File: src/rtl/riskow_gpio_pkg.sv
// Shared definitions for the Riskow GPIO port: register word offsets and bus FSM states.
package riskow_gpio_pkg;

    localparam logic [3:0] REG_DIR     = 4'd0;
    localparam logic [3:0] REG_OUT     = 4'd1;
    localparam logic [3:0] REG_IN      = 4'd2;
    localparam logic [3:0] REG_SET     = 4'd3;
    localparam logic [3:0] REG_CLR     = 4'd4;
    localparam logic [3:0] REG_TGL     = 4'd5;
    localparam logic [3:0] REG_RISE_EN = 4'd6;
    localparam logic [3:0] REG_FALL_EN = 4'd7;
    localparam logic [3:0] REG_STATUS  = 4'd8;

    typedef enum logic {
        ST_IDLE = 1'b0,
        ST_ACK  = 1'b1
    } bus_state_e;

endpackage

File: src/rtl/riskow_sync_edge.sv
// Pad input synchroniser plus one history register for rising/falling edge detection.
module riskow_sync_edge #(
    parameter int WIDTH       = 32,
    parameter int SYNC_STAGES = 2
) (
    input  logic             clk,
    input  logic             reset,
    input  logic [WIDTH-1:0] pinIn,
    output logic [WIDTH-1:0] inSync,
    output logic [WIDTH-1:0] rise,
    output logic [WIDTH-1:0] fall
);

    logic [WIDTH-1:0] sync_q [SYNC_STAGES];
    logic [WIDTH-1:0] prev_q;

    // Chain and history both clear to 0, so leaving reset never looks like an edge.
    always_ff @(posedge clk or negedge reset) begin
        if (!reset) begin
            for (int i = 0; i < SYNC_STAGES; i++) begin
                sync_q[i] <= '0;
            end
            prev_q <= '0;
        end else begin
            sync_q[0] <= pinIn;
            for (int i = 1; i < SYNC_STAGES; i++) begin
                sync_q[i] <= sync_q[i-1];
            end
            prev_q <= sync_q[SYNC_STAGES-1];
        end
    end

    assign inSync = sync_q[SYNC_STAGES-1];
    assign rise   = inSync & ~prev_q;
    assign fall   = ~inSync & prev_q;

endmodule

File: src/rtl/riskow_gpio_port.sv
// Riskow GPIO port: register file, one-cycle-ack bus FSM and sticky edge interrupts.
module riskow_gpio_port
    import riskow_gpio_pkg::*;
#(
    parameter int               WIDTH       = 32,
    parameter int               SYNC_STAGES = 2,
    parameter logic [WIDTH-1:0] OUT_RESET   = '0
) (
    input  logic             clk,
    input  logic             reset,
    input  logic             busValid,
    input  logic             busWriteEnable,
    input  logic [3:0]       busAddress,
    input  logic [31:0]      busDataIn,
    output logic [31:0]      busDataOut,
    output logic             busReady,
    input  logic [WIDTH-1:0] pinIn,
    output logic [WIDTH-1:0] pinOut,
    output logic [WIDTH-1:0] pinDir,
    output logic             irq
);

    // Bus handshake: an access is taken on the edge where busValid is high and busReady
    // is low; busReady then stays high for exactly one cycle with read data alongside.

    bus_state_e       state_q, state_d;
    logic [WIDTH-1:0] dir_q, dir_d;
    logic [WIDTH-1:0] out_q, out_d;
    logic [WIDTH-1:0] rise_en_q, rise_en_d;
    logic [WIDTH-1:0] fall_en_q, fall_en_d;
    logic [WIDTH-1:0] status_q, status_d;
    logic [31:0]      rdata_q, rdata_d;

    logic [WIDTH-1:0] in_sync, rise, fall;
    logic [WIDTH-1:0] wdata, w1c, rsel;
    logic             access, wr, rd;

    riskow_sync_edge #(
        .WIDTH       (WIDTH),
        .SYNC_STAGES (SYNC_STAGES)
    ) u_sync_edge (
        .clk    (clk),
        .reset  (reset),
        .pinIn  (pinIn),
        .inSync (in_sync),
        .rise   (rise),
        .fall   (fall)
    );

    always_comb begin
        state_d   = state_q;
        dir_d     = dir_q;
        out_d     = out_q;
        rise_en_d = rise_en_q;
        fall_en_d = fall_en_q;
        w1c       = '0;
        rsel      = '0;
        rdata_d   = '0;

        access = (state_q == ST_IDLE) && busValid;
        wr     = access && busWriteEnable;
        rd     = access && !busWriteEnable;
        wdata  = busDataIn[WIDTH-1:0];

        case (state_q)
            ST_IDLE: if (busValid) state_d = ST_ACK;
            ST_ACK:  state_d = ST_IDLE;
            default: state_d = ST_IDLE;
        endcase

        if (wr) begin
            case (busAddress)
                REG_DIR:     dir_d     = wdata;
                REG_OUT:     out_d     = wdata;
                REG_SET:     out_d     = out_q | wdata;
                REG_CLR:     out_d     = out_q & ~wdata;
                REG_TGL:     out_d     = out_q ^ wdata;
                REG_RISE_EN: rise_en_d = wdata;
                REG_FALL_EN: fall_en_d = wdata;
                REG_STATUS:  w1c       = wdata;
                default:     ;
            endcase
        end

        case (busAddress)
            REG_DIR:     rsel = dir_q;
            REG_OUT:     rsel = out_q;
            REG_IN:      rsel = in_sync;
            REG_RISE_EN: rsel = rise_en_q;
            REG_FALL_EN: rsel = fall_en_q;
            REG_STATUS:  rsel = status_q;
            default:     rsel = '0;
        endcase
        // Outside a read acceptance the data register returns to 0 as busReady falls.
        if (rd) rdata_d[WIDTH-1:0] = rsel;

        // A fresh edge on the same cycle as a write-1-to-clear keeps the bit set.
        status_d = (status_q & ~w1c) | (rise & rise_en_q) | (fall & fall_en_q);
    end

    always_ff @(posedge clk or negedge reset) begin
        if (!reset) begin
            state_q   <= ST_IDLE;
            dir_q     <= '0;
            out_q     <= OUT_RESET;
            rise_en_q <= '0;
            fall_en_q <= '0;
            status_q  <= '0;
            rdata_q   <= '0;
        end else begin
            state_q   <= state_d;
            dir_q     <= dir_d;
            out_q     <= out_d;
            rise_en_q <= rise_en_d;
            fall_en_q <= fall_en_d;
            status_q  <= status_d;
            rdata_q   <= rdata_d;
        end
    end

    assign busReady   = (state_q == ST_ACK);
    assign busDataOut = rdata_q;
    assign pinOut     = out_q;
    assign pinDir     = dir_q;
    assign irq        = |status_q;

endmodule

File: config.mk
export PLATFORM = sky130hd
export DESIGN_NAME = riskow_gpio_port
export DESIGN_NICKNAME = d
export VERILOG_FILES = /design/src/rtl/riskow_gpio_pkg.sv /design/src/rtl/riskow_sync_edge.sv /design/src/rtl/riskow_gpio_port.sv
export SDC_FILE = /design/constraint.sdc
export NUM_CORES = 1
export LEC_CHECK = 0
export ABC_AREA = 1
export BUFFER_PORTS_ARGS = -buffer_cell sky130_fd_sc_hd__buf_2
export CAP_MARGIN = 20
export CORE_ASPECT_RATIO = 1.25
export CORE_MARGIN = 4
export CORE_UTILIZATION = 41
export DETAILED_ROUTE_END_ITERATION = 16
export PLACE_DENSITY = 0.62
export SLEW_MARGIN = 20
export SYNTH_ARGS = -nofsm -noshare
export SYNTH_HDL_FRONTEND = slang
export SYNTH_HIERARCHICAL = 1
export SYNTH_SLANG_ARGS = --single-unit
export TNS_END_PERCENT = 5
File: constraint.sdc
create_clock -name clk -period 2.4 [get_ports clk]
set_input_delay 0.72 -clock clk [delete_from_list [all_inputs] [get_ports clk]]
set_output_delay 0.72 -clock clk [all_outputs]
set_load 0.01 [all_outputs]
Word level (Yosys, flattened, before mapping)

Cells that the tools add are included.

Flip-flop bits (word level): 289
Latch bits: 0
Memory bits (writable): 0
Memory bits (read-only): 0
Input port bits: 72
Output and inout bits: 98
Logic and storage cells: 51
Memories: 0

Add/subtract/negate cells: 0
$mul: 0
Divide/modulo/power cells: 0
$lt $le $gt $ge: 0
Equal/unequal tests: 8
Shift-type cells: 0
Muxes and demuxes: 7
Bitwise operators: 15
Reductions and logical operators: 11

Operators by type and width:

| operator                                                         | number |
|---|---|
| 32-bit AND                                                       | 6 |
| 32-bit one-hot mux with 6 select lines                           | 1 |
| 32-bit NOT                                                       | 4 |
| 32-bit one-hot mux with 4 select lines                           | 1 |
| 32-bit 2-to-1 mux                                                | 3 |
| 32-bit bitwise OR                                                | 3 |
| 32-bit OR reduction                                              | 1 |
| 32-bit bitwise XOR                                               | 1 |
| 4-bit by 3-bit == test with 1-bit output (second input constant) | 4 |
| 4-bit by 2-bit == test with 1-bit output (second input constant) | 2 |
| 2-bit AND reduction                                              | 4 |
| 4-bit by 1-bit == test with 1-bit output (second input constant) | 1 |
| 4-bit == test (second input constant)                            | 1 |
| 4-bit zero test                                                  | 1 |
| 4-bit nonzero test                                               | 1 |
| 1-bit logical AND                                                | 3 |
| 1-bit one-hot mux with 2 select lines                            | 1 |
| 1-bit zero test                                                  | 1 |
| 1-bit 2-to-1 mux                                                 | 1 |
| 1-bit NOT                                                        | 1 |

Longest topological paths before layout

Depth in word-level cells: 8
Gate-level depth with buffers: 9
Gate-level depth less buffers: 8

Cells and area by module

Netlist, hierarchy kept.

Modules (own cells, without submodules):

| module           | times used | cells an instance | area an instance (um^2) | seq. area each (um^2) |
|---|---|---|---|---|
| riskow_gpio_port | 1          | 1502              | 11217.0                 | 4829.6 |
| riskow_sync_edge | 1          | 256               | 3123.0                  | 2402.3 |

Worst setup path after synthesis

No wires, ideal clock.

Kind: input port to flip-flop
Start point: in busAddress[3]
End point: reg out_q[31] (netlist: pinOut[31])
Library setup time: 123 ps
Arrival: 1611 ps
Data required time: 2277 ps
Slack: 666 ps
Stages on the path: 8
Buffers on the path: 2
Path through: nor2_1 buf_4 nand2_2 nand2_1 buf_2 nor2_1 o21ai_0 nand2_1

Longest elaborated chain between the ends: 3
Elaborated cells between the ends (all ways): 7
Those cells by class: eq/ne (4); mux (1); reduce/logical (2)

RTL lines:

| what                                                                   | RTL line                | source |
|---|---|---|
| start, declared                                                        | riskow_gpio_port.sv:13  | `input logic [3:0] busAddress,` |
| 4-bit by 1-bit == test with 1-bit output, or another cell as far along | riskow_gpio_port.sv:72  | `case (busAddress)` |
| 4-bit nonzero test (no line)                                           | --                      |  |
| 2-bit AND reduction (no line)                                          | --                      |  |
| end signal, assigned                                                   | riskow_gpio_port.sv:113 | `out_q <= out_d;` |
| end, declared                                                          | riskow_gpio_port.sv:28  | `logic [WIDTH-1:0] out_q, out_d;` |

Parallel ways exist; a longest one is shown, timed or not.
A chain may end at the register's enable or synchronous reset.

Worst setup path in the final report

Start point: reg status_q[10]
End point: out irq

Longest elaborated chain between the ends: 1

RTL lines:

| what                   | RTL line                | source |
|---|---|---|
| start, declared        | riskow_gpio_port.sv:31  | `logic [WIDTH-1:0] status_q, status_d;` |
| start signal, assigned | riskow_gpio_port.sv:116 | `status_q <= status_d;` |
| 32-bit OR reduction    | riskow_gpio_port.sv:125 | `assign irq = \|status_q;` |
| end, declared          | riskow_gpio_port.sv:20  | `output logic irq` |

No other way between the ends.

==> metrics.yaml <==
sta:
  rsz0062_at_grt: "true"
  fin_crit_ns: 2.47
  fin_worst_skew_ns: 0.0165
  setup_viol: 1
  fmax_ghz: 0.405
  finalCritPeriodShare_pct: 103
  slew_headroom_pct: 63.4
  whs_ns: 0.0916
  tightest_slew_ns: 0.543
  hold_viol: 0
  setup_ws_ns: -0.0698
  finalMaxSlewViolations: 0
drt:
  routed_wl_um: 43400
  avgRoutedWirePerCell_um: 18.2
  drc_errors: 0
  drt_first_pass_iters: 5
  num_vias: 12300
  avgViaCountPerCell: 5.19
  first_iter_violations: 1002
  final_antenna_net_count: 0
setup_path:
  r2r_slack_ns: 0.68
  worstSetupEndpointType: "output pin"
  path_common_cell: "nand4_1"
  cp.buffers_inverters: 1
  cp.arrival_ns: 1.75
  crit_path_start_kind: "flip-flop"
  crit-reg2reg-launch: "busReady"
  worstSetupPathType: "reg2out"
  max_stage_delay_ns: 0.42
  cp_slowest_cell: "dfrtp_1"
  required_ns: 1.68
  cp-startpoint: "status_q[10]"
  crit_chain: "nor2_4 -> nand4_1 -> nor2_2 -> nand4_1 -> buf_2"
  crit_fanout: 3
  crit_family: "simple AND/OR/NAND/NOR gates"
placement:
  gp_congestion: 0.846
  port_buffers: 169
  hpwlAfterDp_um: 28900
global_routing:
  grt_first_pass_wirelength_um: 68800
  antenna_found_initial: 0
  grt_pass1_vias: 12400
  grt-ovfl-total: 0
  met3_usage_pct: 3.56
  grt_max_degree: 66
  met2_usage_pct: 37.8
  grt_usage_pct: 22.6
  gr-usage-met1_pct: 29.2
  top_usage_layer: "met2"
cells_and_area:
  drive_gt1_share_pct: 15.8
  seq_area_um2: 7230
  n_fill_cell: 3305
  final_cell_mix: "nand2_1 (317), nand3_1 (290), dfrtp_1 (289)"
  area_delta_synth_final_pct: 18.2
  multi_input_area_um2: 5570
  diodes: 0
  fin_nets: 2022
  mostFrequentLayoutCell: "nand2_1"
yosys:
  synth_area_um2: 14300
  syn_inst: 1758
  syn_nets: 1894
  syn_area_per_cell_um2: 8.16
  ys_seq_elements: 289
  yosysTopAreaCellShare_pct: 50.4
  synth.area.top_cells: "dfrtp_1 (50%), nand3_1 (10%), nand2_1 (8.4%), inv_1 (6.5%), ha_1 (5.6%)"
  ys_seq_area_share_pct: 50.4
  yosys_warnings: 6
  ys_types: 22
  yosys.area.top_type: "dfrtp_1"
clock_network:
  clock-root-buffer: "clkbuf_16"
  htreeDepth: 2
  clockBufferDepth: 3
  clk_pin_slew_worst_paths_ns: 0.06
  clk_latency_ns: 0.51
  cts_buffers: 34
  cts_hold_buf: 0
  tritoncts: "done"
  clock-sinks: 289
floorplan:
  fp-row-count: 76
  die_h_um: 217
  die_w_um: 175
  ios: 170
  dieArea_um2: 38100
  start_util_pct: 41.5
  design.core.area_um2: 34500
power_and_ir_drop:
  p_per_area_nw_per_um2: 800
  peakVddDrop_uv: 571
  p_total_uw: 13600
  p_leak_uw: 0.00862
flow_run:
  cap_violations: 0
outcome:
  violations: "setup timing"
  outcome: "finished, violations left"
worst_hold_path:
  hold_class: "in2async"
## cells in the mapped netlist (all sizes together)
| cell type | n |
|---|---|
| o21ai | 170 |
| ha | 64 |
| a22o | 32 |
| a21oi | 43 |
| buf | 83 |
| inv | 254 |
| nor4 | 1 |
| nand4 | 3 |
| dfrtp | 289 |
| nand2 | 321 |
| nor2 | 161 |
| clkbuf | 43 |
| nor3 | 2 |
| nand3 | 292 |
## what timing repair did
item | CTS | global route
pin swaps | 3 | 6
endpoints found under the setup margin | 1 | 1
resized for setup | 8 | 5
buffers inserted | 0 | 2
gates cloned | 0 | 0
## sequential cells by signal, summed over array words and instances (netlist names)
signal and flops:
pinDir 32, u_sync_edge/inSync 32, status_q 32, u_sync_edge/sync_q 32, busReady 1, rise_en_q 32
busDataOut 32, u_sync_edge/prev_q 32, fall_en_q 32, pinOut 32
## power by group
group          internal [µW]  switching [µW]
Sequential              5480             606
Combinational            813            1340
Clock                   3300            2020
## metal layers
layer | routed length, µm | vias to the layer above
li1 | - | 5813
met1 | 17500 | 5928
met2 | 21100 | 498
met3 | 2780 | 104
met4 | 1930 | 0
met5 | 0 | -
## final timing paths
path	to	depth (start not counted)
hold reg to reg	u_sync_edge/inSync[19]	0
setup / recovery	irq	5
hold / removal	u_sync_edge/sync_q[36]	1
min in group clk	u_sync_edge/sync_q[57]	1
max in group asynchronous	rise_en_q[22]	2
setup reg to reg	rise_en_q[13]	7
## kinds of logic (layout without fill, tap and decap cells)
kind of cell,count (synthesis),after routing,share of synthesized area (%)
DFF,289,289,50.4
and+or+nand+nor,780,780,23.3
buffers and inverters,380,531,11.3
AOI/OAI and AO/OA,245,245,9.39
adders and majority gates,64,64,5.58
## cell type report
class | count | area share (%)
Multi-Input combinational cell | 1089 | 32.9
Timing Repair Buffer | 218 | 8.55
Tap cell | 468 | 3.46
Inverter | 254 | 5.63
Clock inverter | 8 | 0.716
Sequential cell | 289 | 42.7
Clock buffer | 51 | 6.11
## through the flow
stage / cells / setup TNS [ns] / cell area, µm² / setup slack [ns] / utilization [%]
2_1_floorplan: 1758 / 0 / 14300 / 0.666 / -
3_3_place_gp: 2316 / 0 / 15700 / 0.279 / 45.6
3_5_place_dp: 2316 / 0 / 15700 / 0.202 / 45.6
4_1_cts: 2375 / -0.0493 / 16900 / -0.0493 / 49.0
5_1_grt: 2377 / -0.117 / 16900 / -0.117 / 49.1
6_report: 2377 / -0.0698 / 16900 / -0.0698 / 49.1
Note: power is estimated with default switching activity, not from simulation.
